**src/rtl/pwm_phase_sequencer_pkg.sv**
```systemverilog
// Shared types and constants for the PWM phase sequencer.
package pwm_phase_sequencer_pkg;

    typedef enum logic [1:0] {
        IDLE  = 2'd0,
        RUN   = 2'd1,
        DWELL = 2'd2
    } seq_state_e;

    localparam int                 THETA_W   = 8;
    localparam logic [THETA_W-1:0] THETA_MAX = 8'd255;

endpackage

```
**src/rtl/pwm_step_prescaler.sv**
```systemverilog
// Clock prescaler: produces a tick every div clocks while enabled (div of 0 acts as 1).
module pwm_step_prescaler #(
    parameter int DIV_W = 24
) (
    input  logic             clk,
    input  logic             rst_n,
    input  logic             enable,
    input  logic             clear,
    input  logic [DIV_W-1:0] div,
    output logic             tick
);

    logic [DIV_W-1:0] cnt;
    logic [DIV_W-1:0] div_eff;

    assign div_eff = (div == '0) ? DIV_W'(1) : div;
    assign tick    = enable && (cnt == div_eff - DIV_W'(1));

    always_ff @(posedge clk or negedge rst_n) begin
        if (!rst_n) begin
            cnt <= '0;
        end else if (clear) begin
            cnt <= '0;
        end else if (enable) begin
            cnt <= tick ? '0 : cnt + DIV_W'(1);
        end
    end

endmodule

```
**src/rtl/pwm_phase_sequencer.sv**
```systemverilog
// Phase sequencer: steps an 8-bit theta through bursts of sine periods separated by dwells.
// repeat_en carries the loop request (the bare word repeat is reserved in SystemVerilog).
//
// state | meaning
// IDLE  | waiting for start; theta parked at 0
// RUN   | theta advancing once every div_l clocks
// DWELL | theta held at 0 for dwell_l clocks between bursts
module pwm_phase_sequencer
    import pwm_phase_sequencer_pkg::*;
#(
    parameter int DIV_W   = 24,
    parameter int CYC_W   = 8,
    parameter int DWELL_W = 32
) (
    input  logic               clk,
    input  logic               rst_n,
    input  logic               start,
    input  logic               stop,
    input  logic [DIV_W-1:0]   div,
    input  logic [CYC_W-1:0]   n_cycles,
    input  logic [DWELL_W-1:0] dwell,
    input  logic               repeat_en,
    output logic [THETA_W-1:0] theta,
    output logic               step,
    output logic               wrap,
    output logic               busy,
    output logic               in_dwell,
    output logic               done
);

    seq_state_e         state, state_nxt;
    logic [DIV_W-1:0]   div_l;
    logic [CYC_W-1:0]   n_cycles_l, per_cnt;
    logic [DWELL_W-1:0] dwell_l, dwell_cnt;
    logic               repeat_l;
    logic               tick, accept, abort, adv, burst_end;
    logic               run_clr, dwell_load, done_nxt;

    assign accept    = (state == IDLE) && start && !stop;
    assign abort     = (state != IDLE) && stop;
    assign adv       = tick && !stop;
    assign burst_end = adv && (theta == THETA_MAX) && (n_cycles_l != '0)
                       && (per_cnt == n_cycles_l - CYC_W'(1));

    pwm_step_prescaler #(.DIV_W(DIV_W)) u_prescaler (
        .clk    (clk),
        .rst_n  (rst_n),
        .enable (state == RUN),
        .clear  (run_clr),
        .div    (div_l),
        .tick   (tick)
    );

    always_ff @(posedge clk or negedge rst_n) begin
        if (!rst_n) state <= IDLE;
        else        state <= state_nxt;
    end

    always_comb begin
        state_nxt  = state;
        run_clr    = 1'b0;
        dwell_load = 1'b0;
        done_nxt   = 1'b0;
        case (state)
            IDLE: begin
                if (accept) begin
                    state_nxt = RUN;
                    run_clr   = 1'b1;
                end
            end
            RUN: begin
                if (stop) begin
                    state_nxt = IDLE;
                    done_nxt  = 1'b1;
                end else if (burst_end) begin
                    if (dwell_l != '0) begin
                        state_nxt  = DWELL;
                        dwell_load = 1'b1;
                    end else if (repeat_l) begin
                        run_clr = 1'b1;
                    end else begin
                        state_nxt = IDLE;
                        done_nxt  = 1'b1;
                    end
                end
            end
            DWELL: begin
                if (stop) begin
                    state_nxt = IDLE;
                    done_nxt  = 1'b1;
                end else if (dwell_cnt == '0) begin
                    if (repeat_l) begin
                        state_nxt = RUN;
                        run_clr   = 1'b1;
                    end else begin
                        state_nxt = IDLE;
                        done_nxt  = 1'b1;
                    end
                end
            end
            default: state_nxt = IDLE;
        endcase
    end

    always_ff @(posedge clk or negedge rst_n) begin
        if (!rst_n) begin
            theta      <= '0;
            step       <= 1'b0;
            wrap       <= 1'b0;
            busy       <= 1'b0;
            in_dwell   <= 1'b0;
            done       <= 1'b0;
            div_l      <= '0;
            n_cycles_l <= '0;
            dwell_l    <= '0;
            repeat_l   <= 1'b0;
            per_cnt    <= '0;
            dwell_cnt  <= '0;
        end else begin
            step     <= 1'b0;
            wrap     <= 1'b0;
            done     <= done_nxt;
            busy     <= (state_nxt != IDLE);
            in_dwell <= (state_nxt == DWELL);
            if (accept) begin
                div_l      <= (div == '0) ? DIV_W'(1) : div;
                n_cycles_l <= n_cycles;
                dwell_l    <= dwell;
                repeat_l   <= repeat_en;
            end
            if (abort) begin
                theta <= '0;
            end else if (adv) begin
                theta <= theta + THETA_W'(1);
                step  <= 1'b1;
                wrap  <= (theta == THETA_MAX);
                if ((theta == THETA_MAX) && (n_cycles_l != '0))
                    per_cnt <= per_cnt + CYC_W'(1);
            end
            // A new burst starts from theta 0 with no periods counted; this overrides the advance.
            if (run_clr) begin
                theta   <= '0;
                per_cnt <= '0;
            end
            if (dwell_load)
                dwell_cnt <= dwell_l - DWELL_W'(1);
            else if ((state == DWELL) && (dwell_cnt != '0))
                dwell_cnt <= dwell_cnt - DWELL_W'(1);
        end
    end

endmodule

```
**config.mk**
```make
export PLATFORM = sky130hd
export DESIGN_NAME = pwm_phase_sequencer
export DESIGN_NICKNAME = d
export VERILOG_FILES = /design/src/rtl/pwm_phase_sequencer_pkg.sv /design/src/rtl/pwm_step_prescaler.sv /design/src/rtl/pwm_phase_sequencer.sv
export SDC_FILE = /design/constraint.sdc
export NUM_CORES = 1
export LEC_CHECK = 0
export CAP_MARGIN = 0
export CORE_ASPECT_RATIO = 1.5
export CORE_UTILIZATION = 30
export CTS_CLUSTER_SIZE = 40
export DETAILED_ROUTE_END_ITERATION = 16
export HOLD_SLACK_MARGIN = 0.15
export PLACE_DENSITY = 0.49
export SETUP_SLACK_MARGIN = 0.15
export SLEW_MARGIN = 20
export SYNTH_ARGS = -nofsm -noshare
export SYNTH_HDL_FRONTEND = slang
export SYNTH_HIERARCHICAL = 1
export SYNTH_SLANG_ARGS = --single-unit
```
**constraint.sdc**
```tcl
create_clock -name clk -period 6.7 [get_ports clk]
set_input_delay 1.675 -clock clk [delete_from_list [all_inputs] [get_ports clk]]
set_output_delay 1.675 -clock clk [all_outputs]
set_load 0.03 [all_outputs]
```
==> summary.txt, run 1 <==
Synth
  • Sequential share of the synthesized area: 0.408
  • Netlist Area Pre-Place: roughly 8800 sq um
  • Main synth FF type: dfrtp_1
  • Number of synthesized register bits: 144
  • Synth top area cells: dfrtp_1 41%, mux2_2 8.5%, xnor2_1 6.0%
  • Post-synth top area share: 0.408
  • Synth unique cells: 75
  • Post-synth EDFFs: 0
  • Synth Instances: 909
  • Net count after synthesis: 989
  • Yosys warns: 6
  • Syn_area_per_cell: 9.71 sq um
  • Fraction of registers with async set/reset: 1.00
  • Dominant cell type by area after synthesis: dfrtp_1

Floorplanning
  • Row count: 76
  • Die width: 142 um
  • Core ar.: 28800 sq um
  • Die height: 212 um
  • I/O pins: 82
  • Initial Utilization: 0.306
  • Die area: 30100 sq um

Detailed routing
  • Router iterations before antenna repair: 4
  • DRT Wirelength: between 20000 and 25000 um
  • DR DRC count: 0
  • Via count: 7129
  • Antenna viol nets, final: 0
  • Via density: 5.08
  • Wire per inst: approximately 17 um
  • Initial drt markers: 286

Timing
  • Slew Limit Fails: 0
  • Fin crit period: 6.01 ns
  • Tcrit/Tclk final: 0.898
  • Final hold viol count: 0
  • Fin Setup TNS: 0 ns
  • Final worst slack: roughly 0.69 ns
  • Final hold slack: ~0.50 ns
  • RSZ-0062 raised after global routing: false
  • Fmax: 166 MHz
  • Final Skew: 0.0119 ns
  • Worst-Margin Slew: 0.985 ns
  • Setup violators final: 0
  • Slew margin rel.: 0.343

Setup path
  • Worst endpoint required time: 7.01 ns
  • Startpoint Class: register
  • Setup crit end: dwell_cnt[30]
  • Worst R2R Setup Slack: 0.69 ns
  • Endpoint class of the critical path: register
  • CP startpoint: div_l[20]
  • Crit path max fanout: 5
  • FF-to-FF path depth: 26
  • Worst EP arrival: roughly 6.3 ns
  • Worst flop-to-flop path startpoint: div_l[20]
  • Crit path kind: reg -> reg
  • Reg-to-Reg End: dwell_cnt[30]

Placement
  • GPL Wtd Cong: between 0.8 and 0.9
  • Dpl hpwl: approximately 18000 um
  • DP Worst Slack: -0.00237 ns
  • I/O Buffers: 81

Clocking
  • # hold bufs at CTS: 0
  • Worst-Skew Late Latency: 0.44 ns
  • Max clock buf depth: 2
  • Root buf cell: clkbuf_16
  • Sink Count: 144
  • H-tree levels: 4
  • Worst-path clk slew: around 0.060 ns
  • CTS buffer count: 17
  • CTS tree: built

Global route
  • Antenna violations before repair: 0
  • Vias in the first global route: 7314
  • Largest net degree at the start of global routing: ~110
  • GRT overflow: 0
  • Gr usage total: 0.168
  • First-pass GRT wire length: 38700 um

Pwr
  • P_leak: 4.24 nW
  • Pwr dens: between 300 and 400 nW/um^2
  • Pwr Total: approximately 3.6 mW
  • IR drop worst, VDD: 172 uV

Cells and area
  • Layout cells sized above 1: 0.180
  • Area added between synthesis and finish: 23.3%
  • Final Core Density: 0.378
  • Layout Nets: 1079
  • Antenna diode count: 0

Worst hold path
  • Worst Hold Class: reg -> reg

Flow run
  • Max Cap Viol: 0

Outcome
  • Status: completed
-- layout make-up --
| class | count | area [sq um] |
|---|---|---|
| clock inverters | 13 | 136 |
| inverters | 21 | 78.8 |
| fillers | 2872 | 17900 |
| well taps | 390 | 488 |
| repair buffers | 109 | 1020 |
| flip-flops and latches | 144 | 3610 |
| multi-input cells | 706 | 5100 |
| clock buffers | 19 | 453 |
-- per-stage QoR --
step                std cells  area [sq um]
finish                   1402         10900
detailed placement       1363         10100
CTS                      1395         10700
global route             1402         10900
floorplan                 909          8830
global placement         1363         10100
-- worst min path at each step --
| stage | startpoint | endpoint | slack [ns] | cells past startpoint |
|---|---|---|---|---|
| 6_report | dwell_cnt[31] | dwell_cnt[31] | 0.50 | 2 |
| 5_1_grt | dwell_l[31] | dwell_l[31] | 0.54 | 1 |
| 4_1_cts | dwell_cnt[31] | dwell_cnt[31] | 0.51 | 2 |
| 3_5_place_dp | dwell_cnt[31] | dwell_cnt[31] | 0.49 | 2 |
| 3_3_place_gp | dwell_cnt[31] | dwell_cnt[31] | 0.49 | 2 |
| 2_1_floorplan | dwell_l[0] | dwell_cnt[0] | 0.46 | 1 |
-- registers in the layout (all words and copies together), names as in the netlist, 2 cells and up --
signal and cells:
n_cycles_l 8, dwell_cnt 32, dwell_l 32, state 2, u_prescaler/cnt 24, theta 8
div_l 24, per_cnt 8
-- routing by layer --
layer	GRT usage	share of wire	routed length [um]	vias to the layer above
li1	-	-	-	3509
met1	0.183	0.41	9820	3490
met2	0.314	0.55	13200	100
met3	0.0284	0.022	538	30
met4	0.0716	0.025	609	0
met5	0	0	0	-
-- Yosys cell counts (17+ instances only) --
master and number:
o21ai_0 27, nand3_1 42, nor3_1 45, nor2_1 76, nor4_1 29, mux2_2 67, a21oi_1 31, mux2i_1 17
clkbuf_1 23, or3_1 20, nand2_1 60, dfrtp_1 144, inv_1 21, xnor2_1 60, xor2_1 39, nand4_1 19
-- kinds of logic (layout without fill, tap and decap cells) --
family,after synthesis,count (layout),synth area share
AO/OA/AOI/OAI,135,135,0.104
flip-flops,144,144,0.408
buffers and inverters,59,162,0.0291
multiplexers,84,84,0.105
XOR/XNOR,100,100,0.101
adder cells (fa/ha/maj),11,11,0.0156
AND/OR/NAND/NOR,376,376,0.238
-- where the power goes --
| group | leakage (nW) | switching [mW] | internal, mW | total, mW |
|---|---|---|---|---|
| Clock | 0.282 | 0.388 | 0.567 | 0.955 |
| Sequential | 1.84 | 0.365 | 1.09 | 1.46 |
| Combinational | 2.12 | 0.605 | 0.612 | 1.22 |
| Total | 4.24 | 1.36 | 2.27 | 3.63 |
-- timing repair --
item                       in CTS  in global routing
pin swaps                       0                 13
buffers inserted                0                  7
resized for setup               2                 23
setup endpoints to repair       3                 13
cloned                          0                  0
-- layout by cell type, fill, tap and decap left out, types with 9 or more instances in the layout --
cell type | synthesis | routed
or2_2 | 11 | 11
nand3_1 | 42 | 40
dfrtp_1 | 144 | 141
buf_4 | 1 | 28
clkdlybuf4s50_1 | 0 | 80
nand2_1 | 60 | 59
xor2_1 | 39 | 39
mux2_2 | 67 | 67
or3_1 | 20 | 19
ha_1 | 11 | 9
a21oi_1 | 31 | 30
nand4_1 | 19 | 19
nor3_1 | 45 | 42
o21ai_0 | 27 | 27
mux2i_1 | 17 | 17
clkbuf_16 | 0 | 17
nor2_1 | 76 | 73
inv_1 | 21 | 21
nor4_1 | 29 | 27
xnor2_1 | 60 | 60
-- critical path: stages, from the launching register on --
cell and delay [ns]:
dfrtp_2 0.44, nor4_4 0.40, nand3_2 0.17, nor2_2 0.13, nor2_1 0.05, ha_2 0.21
o21ba_2 0.23, a221oi_2 0.26, o211ai_1 0.16, a21oi_1 0.14, nand3_1 0.08, nor2_1 0.10
o21ai_0 0.11, nor3_2 0.24, and4b_1 0.26, and3_4 0.20, o2111ai_1 0.11, or4_4 0.53
nor4b_4 0.42, mux2i_1 0.25, ha_2 0.21, nand2_2 0.10, nor4_4 0.33, nand3_2 0.18
or3_4 0.36, xor2_1 0.14, mux2i_1 0.08
No activity file was read; power rests on OpenSTA's default activity.
==> run 2, diff against run 1 <==
--- a/config.mk
+++ b/config.mk
@@ -8,10 +8,10 @@
 export CAP_MARGIN = 0
 export CORE_ASPECT_RATIO = 1.5
 export CORE_UTILIZATION = 30
-export CTS_CLUSTER_SIZE = 40
+export CTS_CLUSTER_SIZE = 16
 export DETAILED_ROUTE_END_ITERATION = 16
 export HOLD_SLACK_MARGIN = 0.15
-export PLACE_DENSITY = 0.49
+export PLACE_DENSITY = 0.58
 export SETUP_SLACK_MARGIN = 0.15
 export SLEW_MARGIN = 20
 export SYNTH_ARGS = -nofsm -noshare
==> run 2 against run 1 <==
  * Sequential share of layout area increased by 0.28 points
  * Combinational power is essentially flat
  * Clock power shrank 6.2%
  * Hold slack better by 0.00066 ns
  * Critical endpoint is now dwell_cnt[26]
  * Largest cell class unchanged
  * Largest power group unchanged
  * Highest routed layer unchanged
==> summary.txt, run 2 (same netlist as run 1, synthesis figures left out) <==
Detailed routing
  • Antenna viol nets, final: 0 (unchanged)
  • DR DRC count: 0 (unchanged)
  • Router iterations before antenna repair: 4 (unchanged)
  • Initial drt markers: 418 (+46%)
  • DRT Wirelength: 24000 um (-0.60%)
  • Wire per inst: 17.2 um (-0.32%)
  • Via density: 5.18 (+1.9%)
  • Via count: 7245 (+1.6%)

Clocking
  • Max clock buf depth: 2 (unchanged)
  • Root buf cell: clkbuf_16
  • Worst-Skew Late Latency: 0.43 ns (about the same)
  • CTS tree: built
  • Sink Count: 144 (unchanged)
  • CTS buffer count: 17 (unchanged)
  • Worst-path clk slew: 0.06 ns (about the same)
  • H-tree levels: 4 (unchanged)

Placement
  • GPL Wtd Cong: 0.894 (+7.9%)
  • Dpl hpwl: 17700 um (-1.8%)
  • DP Worst Slack: -0.0449 ns (-0.0426 ns)
  • I/O Buffers: 81 (unchanged)

Pwr
  • P_leak: 4.20 nW (-0.73%)
  • IR drop worst, VDD: 170 uV (-1.6%)
  • Pwr dens: 330 nW/um^2 (-1.2%)
  • Pwr Total: 3.56 mW (-2.0%)

Setup path
  • Worst R2R Setup Slack: 0.53 ns (-0.16 ns)
  • Worst endpoint required time: 7.00 ns (about the same)
  • Endpoint class of the critical path: register
  • Buffers & Inverters on Critical Path: 1 (+1)
  • Crit path kind: reg -> reg
  • Crit path max fanout: 7 (+2)
  • Max incr delay on CP: 0.54 ns (about the same)
  • Top delay family on crit path: simple AND/OR/NAND/NOR gates
  • Worst path slowest cell: or4_4
  • Startpoint Class: register
  • Worst EP arrival: 6.47 ns (+0.15 ns)

Floorplanning
  • Core ar.: 28800 sq um (unchanged)
  • Row count: 76 (unchanged)
  • Die height: 212 um (unchanged)
  • Initial Utilization: 0.306 (unchanged)
  • Die width: 142 um (unchanged)
  • I/O pins: 82 (unchanged)
  • Die area: 30100 sq um (unchanged)

Timing
  • Final worst slack: 0.526 ns (-0.159 ns)
  • Slew margin rel.: 0.344 (+0.000912)
  • Final hold viol count: 0 (unchanged)
  • Fmax: 162 MHz (-2.6%)
  • Fin crit period: 6.17 ns (+0.159 ns)
  • RSZ-0062 raised after global routing: false
  • Final Skew: 0.0102 ns (-0.00170 ns)
  • Setup violators final: 0 (unchanged)
  • Final hold slack: 0.501 ns (+0.000663 ns)
  • Slew Limit Fails: 0 (unchanged)
  • Worst-Margin Slew: 0.984 ns (-0.00137 ns)
  • Tcrit/Tclk final: 0.922 (+0.0238)

Cells and area
  • Most frequent cells in the layout: 139 x dfrtp_1, 80 x clkdlybuf4s50_1, 74 x nor2_1
  • Antenna diode count: 0 (unchanged)
  • Layout cells sized above 1: 0.174 (-0.00623)
  • Commonest non-fill, non-tap cell in the layout: dfrtp_1
  • Area added between synthesis and finish: 22.3%
  • Filler cells: 2886 (+0.49%)
  • Top flop regs: dwell_cnt: 32 flops, dwell_l: 32 flops
  • Layout Nets: 1078 (-0.093%)
  • Final Core Density: 0.375 (-0.00291)

Global route
  • Gr usage total: 0.167 (-0.000581)
  • Vias in the first global route: 7368 (+0.74%)
  • Largest net degree at the start of global routing: 85 (-19%)
  • GRT overflow: 0 (unchanged)
  • First-pass GRT wire length: 38500 um (-0.54%)
  • Antenna violations before repair: 0 (unchanged)

Outcome
  • Status: completed

Flow run
  • Max Cap Viol: 0 (unchanged)

Worst hold path
  • Worst Hold Class: reg -> reg
run 2: what timing repair did:
item | 4_1_cts | 5_1_grt
cloned | 0 | 0
gates resized for setup | 1 | 20
pin swaps | 0 | 10
setup buffers | 0 | 9
setup endpoints to repair | 3 | 12
hold buffers | 0 | 0
run 2: layout make-up:
class	count	area, sq um	share of cell area
timing repair buffer	108	1010	0.0940
clock inverter	10	90.1	0.00834
tap	390	488	0.0452
multi-input combinational	706	5060	0.469
inverter	21	78.8	0.00730
sequential	144	3610	0.334
clock buffer	19	453	0.0419
run 2: worst register-to-register path, stage by stage, from the launching register on:
cell and delay, ns:
dfrtp_2 0.45, nor4_4 0.31, nand4_1 0.21, nor2_4 0.17, nor2_1 0.05, ha_1 0.24, o21ba_2 0.22, a221oi_1 0.30
o211ai_1 0.18, a21oi_1 0.14, nand3_1 0.09, nor2_1 0.10, o21ai_0 0.11, nor3_2 0.22, and4b_2 0.30, and3_4 0.21
o2111ai_1 0.11, or4_4 0.54, nor4b_4 0.38, mux2i_1 0.25, ha_2 0.28, nand2_2 0.12, nor4_4 0.32, nand3_2 0.16
buf_4 0.17, nor3_1 0.17, xnor2_1 0.14, mux2i_1 0.08
run 2: stage by stage:
stage / cells / cell area [sq um] / TNS, ns
CTS: 1389 / 10700 / 0
finish: 1398 / 10800 / 0
global placement: 1360 / 10100 / 0
detailed placement: 1360 / 10100 / -0.0449
floorplan: 909 / 8830 / 0
global route: 1398 / 10800 / 0
run 2: worst paths after layout:
path | from | to | cells past startpoint
worst max-delay path | div_l[14] | dwell_cnt[26] | 27
worst min-delay path | dwell_cnt[31] | dwell_cnt[31] | 2
worst max register to register | div_l[14] | dwell_cnt[26] | 27
worst min register to register | dwell_cnt[31] | dwell_cnt[31] | 2
max in group asynchronous | rst_n | theta[6] | 2
min in group asynchronous | rst_n | div_l[12] | 1
run 2: metal layers:
metal	track usage	wire [um]	share of wire
met5	0	0	0
met4	0.0690	668	0.028
met3	0.0268	677	0.028
met2	0.318	13100	0.55
met1	0.181	9530	0.40
run 2: where the power goes:
part / total (mW) / switching, mW / internal [mW]
Combinational: 1.21 / 0.603 / 0.607
Clock: 0.896 / 0.374 / 0.522
Sequential: 1.45 / 0.358 / 1.09
==> run 3, diff against run 2 <==
--- a/config.mk
+++ b/config.mk
@@ -5,6 +5,7 @@
 export SDC_FILE = /design/constraint.sdc
 export NUM_CORES = 1
 export LEC_CHECK = 0
+export ABC_CLOCK_PERIOD_IN_PS = 6700
 export CAP_MARGIN = 0
 export CORE_ASPECT_RATIO = 1.5
 export CORE_UTILIZATION = 30
==> results of run 3 <==
Final layout, timing and power as in run 2 (identical DEF).
